--- config.mk ---
export PLATFORM = sky130hd
export DESIGN_NAME = vec_store_unit_flat
export DESIGN_NICKNAME = d
export VERILOG_FILES = /design/src/rtl/vec_store_if.sv /design/src/rtl/vec_store_unit.sv /design/src/flat_wrapper.sv
export SDC_FILE = /design/constraint.sdc
export NUM_CORES = 1
export LEC_CHECK = 0
export CORE_MARGIN = 2
export CORE_UTILIZATION = 53
export CTS_CLUSTER_SIZE = 20
export DETAILED_ROUTE_END_ITERATION = 16
export PLACE_DENSITY = 0.86
export SLEW_MARGIN = 20
export SYNTH_ARGS = -nofsm -noshare
export SYNTH_HDL_FRONTEND = slang
export SYNTH_SLANG_ARGS = --single-unit
--- constraint.sdc ---
create_clock -name clk -period 5.2 [get_ports clk]
set_clock_uncertainty 0.05 [all_clocks]
set_input_delay 0.52 -clock clk [delete_from_list [all_inputs] [get_ports clk]]
set_output_delay 0.52 -clock clk [all_outputs]
set_load 0.02 [all_outputs]
--- src/rtl/vec_store_if.sv ---
// Vector store bus: request side (valid/ready + vector, mask, base address) and beat-wide memory write side.
// Latency: none, wiring only.
// Backpressure: in_ready gates requests; mem_ack stalls the current memory beat.
// Ports (the unit's view):
//   in_valid/in_ready/in_data/in_addr/in_mask
//   mem_we/mem_addr/mem_wdata/mem_lane_en/mem_ack
//   busy/done
interface vec_store_if #(
   parameter int N   = 16,
   parameter int V   = 16,
   parameter int LPB = 2,
   parameter int AW  = 16
);
   logic               in_valid;
   logic               in_ready;
   logic [V*N-1:0]     in_data;
   logic [AW-1:0]      in_addr;
   logic [V-1:0]       in_mask;
   logic               mem_we;
   logic [AW-1:0]      mem_addr;
   logic [LPB*N-1:0]   mem_wdata;
   logic [LPB-1:0]     mem_lane_en;
   logic               mem_ack;
   logic               busy;
   logic               done;

   // Requester / memory model side.
   modport master (
      output in_valid, in_data, in_addr, in_mask, mem_ack,
      input  in_ready, mem_we, mem_addr, mem_wdata, mem_lane_en, busy, done
   );

   // Store unit side.
   modport slave (
      input  in_valid, in_data, in_addr, in_mask, mem_ack,
      output in_ready, mem_we, mem_addr, mem_wdata, mem_lane_en, busy, done
   );
endinterface

--- src/rtl/vec_store_unit.sv ---
// Serialises one V-lane masked vector into LPB-lane beats on a narrow memory write port, then pulses done.
// Latency: beats in cycles 1..B after accept, done in cycle B+1, ready again in B+2; each stall adds one cycle.
// Backpressure: in_ready only in IDLE; a written beat holds addr/data/lane_en until mem_ack, masked-off beats take one cycle.
// Ports:
//   clk, rst_n : clock and asynchronous active-low reset
//   bus        : vec_store_if.slave (request handshake, memory beat port, busy/done status)
module vec_store_unit #(
   parameter int N   = 16,
   parameter int V   = 16,
   parameter int LPB = 2,
   parameter int AW  = 16
) (
   input  logic      clk,
   input  logic      rst_n,
   vec_store_if.slave bus
);
   localparam int B  = V / LPB;
   localparam int BW = (B > 1) ? $clog2(B) : 1;
   localparam logic [BW-1:0] LAST_BEAT = BW'(B - 1);

   typedef enum logic [1:0] {
      S_IDLE,
      S_WRITE,
      S_DONE
   } state_t;

   state_t           r_state;
   state_t           w_state_nxt;
   logic [BW-1:0]    r_beat;
   logic [V*N-1:0]   r_data;
   logic [V-1:0]     r_mask;
   logic [AW-1:0]    r_addr;

   logic [LPB*N-1:0] w_beat_data;
   logic [LPB-1:0]   w_beat_en;
   logic             w_in_write;
   logic             w_we;
   logic             w_adv;
   logic             w_last;
   logic             w_accept;

   // Current beat view of the latched vector; lane b*LPB lands in the LSB slot.
   assign w_beat_data = r_data[32'(r_beat) * (LPB*N) +: LPB*N];
   assign w_beat_en   = r_mask[32'(r_beat) * LPB +: LPB];

   assign w_in_write = (r_state == S_WRITE);
   assign w_last     = (r_beat == LAST_BEAT);
   assign w_accept   = (r_state == S_IDLE) && bus.in_valid;
   assign w_we       = w_in_write && (w_beat_en != '0);
   // A fully masked beat never asks memory, so it retires unconditionally after one cycle.
   assign w_adv      = w_in_write && (!w_we || bus.mem_ack);

   always_comb begin
      w_state_nxt = r_state;
      case (r_state)
         S_IDLE: begin
            if (bus.in_valid) begin
               // An empty mask skips memory traffic entirely.
               w_state_nxt = (bus.in_mask != '0) ? S_WRITE : S_DONE;
            end
         end
         S_WRITE: begin
            if (w_adv && w_last) begin
               w_state_nxt = S_DONE;
            end
         end
         S_DONE:  w_state_nxt = S_IDLE;
         default: w_state_nxt = S_IDLE;
      endcase
   end

   always_ff @(posedge clk or negedge rst_n) begin
      if (!rst_n) begin
         r_state <= S_IDLE;
         r_beat  <= '0;
         r_data  <= '0;
         r_mask  <= '0;
         r_addr  <= '0;
      end else begin
         r_state <= w_state_nxt;
         if (w_accept) begin
            r_data <= bus.in_data;
            r_mask <= bus.in_mask;
            r_addr <= bus.in_addr;
            r_beat <= '0;
         end else if (w_adv && !w_last) begin
            r_beat <= r_beat + BW'(1);
         end
      end
   end

   // Memory outputs derive only from registered state; they read zero outside WRITE so
   // an aborted or finished vector leaves nothing on the port.
   assign bus.mem_we      = w_we;
   assign bus.mem_addr    = w_in_write ? (r_addr + AW'(r_beat)) : '0;
   assign bus.mem_wdata   = w_in_write ? w_beat_data : '0;
   assign bus.mem_lane_en = w_in_write ? w_beat_en : '0;

   assign bus.in_ready = (r_state == S_IDLE);
   assign bus.busy     = (r_state == S_WRITE) || (r_state == S_DONE);
   assign bus.done     = (r_state == S_DONE);
endmodule

--- src/flat_wrapper.sv ---
// flat-port wrapper written by rule: the top's interface ports become plain ports
module vec_store_unit_flat 
#(
   parameter int N   = 16,
   parameter int V   = 16,
   parameter int LPB = 2,
   parameter int AW  = 16
)
  (clk, rst_n, bus_in_valid, bus_in_data, bus_in_addr, bus_in_mask, bus_mem_ack, bus_in_ready, bus_mem_we, bus_mem_addr, bus_mem_wdata, bus_mem_lane_en, bus_busy, bus_done);
  vec_store_if #(.N(N), .V(V), .LPB(LPB), .AW(AW)) bus_i ();
  input  logic clk;
  input  logic rst_n;
  input wire logic [$bits(bus_i.in_valid)-1:0] bus_in_valid;
  input wire logic [$bits(bus_i.in_data)-1:0] bus_in_data;
  input wire logic [$bits(bus_i.in_addr)-1:0] bus_in_addr;
  input wire logic [$bits(bus_i.in_mask)-1:0] bus_in_mask;
  input wire logic [$bits(bus_i.mem_ack)-1:0] bus_mem_ack;
  output wire logic [$bits(bus_i.in_ready)-1:0] bus_in_ready;
  output wire logic [$bits(bus_i.mem_we)-1:0] bus_mem_we;
  output wire logic [$bits(bus_i.mem_addr)-1:0] bus_mem_addr;
  output wire logic [$bits(bus_i.mem_wdata)-1:0] bus_mem_wdata;
  output wire logic [$bits(bus_i.mem_lane_en)-1:0] bus_mem_lane_en;
  output wire logic [$bits(bus_i.busy)-1:0] bus_busy;
  output wire logic [$bits(bus_i.done)-1:0] bus_done;
  assign bus_i.in_valid = bus_in_valid;
  assign bus_i.in_data = bus_in_data;
  assign bus_i.in_addr = bus_in_addr;
  assign bus_i.in_mask = bus_in_mask;
  assign bus_i.mem_ack = bus_mem_ack;
  assign bus_in_ready = bus_i.in_ready;
  assign bus_mem_we = bus_i.mem_we;
  assign bus_mem_addr = bus_i.mem_addr;
  assign bus_mem_wdata = bus_i.mem_wdata;
  assign bus_mem_lane_en = bus_i.mem_lane_en;
  assign bus_busy = bus_i.busy;
  assign bus_done = bus_i.done;
  vec_store_unit #(.N(N), .V(V), .LPB(LPB), .AW(AW)) u_core (.clk(clk), .rst_n(rst_n), .bus(bus_i));
endmodule
==> flow_summary.toml <==
[synth]
yosysSeqAreaShare_pct = 54.5
ys_warn_count = 0
syn_inst = 869
netlist_area_sq_um = 13400
ys_ff_latch = 293
ys_types = 35
mappedNetlistNets = 1170
avgSynthCellArea_sq_um = 15.5

[flow_run]
maxCapViolCount = 0

[cells_and_area]
nNetsFinal = 1502
final_cell_mix = "clkdlybuf4s50_1 (344), mux2_2 (290), dfrtp_1 (290), mux4_2 (68), nor2_1 (45)"
fillers = 1637
drive_above_1_share_pct = 35.1
layout_commonest_cell = "clkdlybuf4s50_1"
final_cell_area_sq_um = 18300
areaGrowthSynthToFinish_pct = 36.0

[cts]
clockRootBuffer = "clkbuf_16"
clk_transition_reported_paths_ns = 0.06
cts.path.max_buffers = 3
htreeDepth = 1
clk_latency_ns = 0.53
numCtsBuffers = 31
post_cts_buffers = 0
cts_tree = "yes"
hold_buffers = 0
post_cts_resized = 0
cts_sinks = 293

[global_route]
antenna_found_initial = 6
grt_pass1_wl_mm = 50.7
grt_max_degree = 132
grt-ovfl-total = 0
grt_usage_pct = 24.7
grt_pass1_vias = 9351

[timing]
finalHoldViolCount = 9
final.setup.tns_ns = 0
finalSetupViolCount = 0
grt_setup_unrepaired = "no"
holdWs_ns = -0.0465
slew_violations = 0
finalCritPeriodShare_pct = 74.7
tightest_slew_ns = 1.01
fin_crit_ns = 3.88
fmax_mhz = 257
slew_headroom_pct = 32.3

[power_and_ir_drop]
leakagePower_uw = 0.00732
ir_worst_vdd_mv = 0.387
powerDensity_nw_per_um2 = 568

[setup_path]
cp_cell_sequence = "ha_1 -> inv_1 -> fa_1 -> nor2b_1 -> o21a_1 -> nand2_1 -> or2_2 -> a21oi_1 -> clkdlybuf4s50_1"
crit_type = "register to output pin"
critPathArrivalTime_ns = 3.31
critPathLaunchType = "register"
cpPeakStageDelay_ns = 0.63
worstPathRequired_ns = 4.63
crit_fanout = 7
end_kind = "output pin"
slowest_stage = "clkdlybuf4s50_1"

[routing]
vias_per_cell = 5.50
drtIter0Drc = 348
wl_per_cell_um = 21.0
ant_nets = 0
vias = 8583
drtPass1Iterations = 4
drc_errors = 0
routed_wl_mm = 32.9

[floorplanning]
die_x_um = 163
die_area_sq_um = 26700
coreArea_sq_um = 25000
io_pins = 346
rows = 58
start_util_pct = 53.7
die_h_um = 163

[status]
status = "complete, but fails checks"
violations = "negative hold slack"

[place]
dp_hpwl_mm = 23.0
gp_congestion = 0.831
io_buffers = 345
placed_cell_area_sq_um = 17200

[worst_hold_path]
min_path_type = "primary input to asynchronous set/reset pin"
[through the flow]
stage / setup WS, ns / util (%) / hold WS, ns / power (uW) / cells
global placement: 1.96 / 68.8 / 0.431 / 8040 / 1498
finish: 1.32 / 73.0 / -0.0465 / 10400 / 1561
CTS: 1.31 / 72.9 / 0.0259 / 10500 / 1554
floorplan: 2.56 / - / 0.174 / 6920 / 869
detailed placement: 1.92 / 68.8 / 0.437 / 8220 / 1498
global route: 1.14 / 73.0 / 0.0387 / 11000 / 1559
[where the power goes]
| group | total (uW) | switching [uW] | internal (uW) |
|---|---|---|---|
| clock network | 2210 | 878 | 1330 |
| registers | 4090 | 635 | 3450 |
| logic | 4090 | 1600 | 2490 |
| total | 10400 | 3110 | 7270 |
[worst paths after layout]
path                                    from            endpoint  slack, ns  cells after the start
min in group clk           u_core.r_data[69]   u_core.r_data[69]       0.45                      1
hold reg to reg            u_core.r_data[69]   u_core.r_data[69]       0.45                      1
max in group asynchronous              rst_n   u_core.r_data[90]       3.84                      2
hold / removal                         rst_n   u_core.r_addr[13]      -0.05                      1
setup / recovery            u_core.r_beat[0]    bus_mem_addr[10]       1.32                      9
setup reg to reg           u_core.r_state[0]  u_core.r_data[228]       2.50                      5
[area by class of cell]
type                       instances  area (sq um)  area share, %
inverter                           7          26.3          0.144
clock buffer                      45           928           5.08
antenna                            7          17.5         0.0958
multi-input combinational        512          5860           32.1
clock inverter                    11           111          0.609
timing repair buffer             356          3580           19.6
sequential                       293          7340           40.2
tap                              330           413           2.26
[critical path, delay by kind of cell, from the launching register on]
family                   cells  cell delay [ns]
AO/OA/AOI/OAI                2             0.43
adder cells (fa/ha/maj)      2             0.61
buffers and inverters        2             0.70
flip-flops                   1             0.48
AND/OR/NAND/NOR              3             0.55
[cells by family after synthesis]
logic type	Yosys count	synth area share, %
simple gates	85	2.99
xor+xnor	10	0.652
mux	393	38.3
fa+ha+maj	9	0.894
compound gates	15	0.717
buf+inv	64	1.92
flops	293	54.5
[metal layers]
metal	track usage [%]	routed length, um
met5	0	11
met4	8.89	962
met3	6.70	2430
met2	42.0	16600
met1	30.6	12800
[synth_stat cells]
cell type    n  area (sq um)
nand3_1      3          15.0
fa_1         1          20.0
dfrtp_1    293          7330
buf_1       12          45.0
nand4_1      5          31.3
xor2_1       7          61.3
and4_1       1          8.76
nor2b_1      2          12.5
nor4_1       4          25.0
mux4_2      68          1530
nor3b_4      1          18.8
o2bb2ai_1    1          8.76
or2_1        1          6.26
a21oi_1      6          30.0
clkbuf_1    36           135
xnor2_1      3          26.3
or2_2        1          6.26
nand2b_1     1          6.26
mux2i_1     35           350
nand2_1     11          41.3
o21bai_2     1          11.3
nor2_1      45           169
o221ai_1     1          8.76
nor3_1       1          5.00
inv_1        7          26.3
a21o_1       2          15.0
o21ai_0      3          15.0
or3_1        2          12.5
and3_1       4          25.0
buf_2        8          40.0
buf_6        1          11.3
and2_1       3          18.8
o21a_1       1          7.51
mux2_2     290          3270
ha_1         8           100
[state kept, by name, indices dropped and copies added, names as in the netlist]
name and flops:
u_core.r_state 2, u_core.r_addr 16, u_core.r_mask 16, u_core.r_beat 3, u_core.r_data 256
No activity file was read; power rests on OpenSTA's default activity.
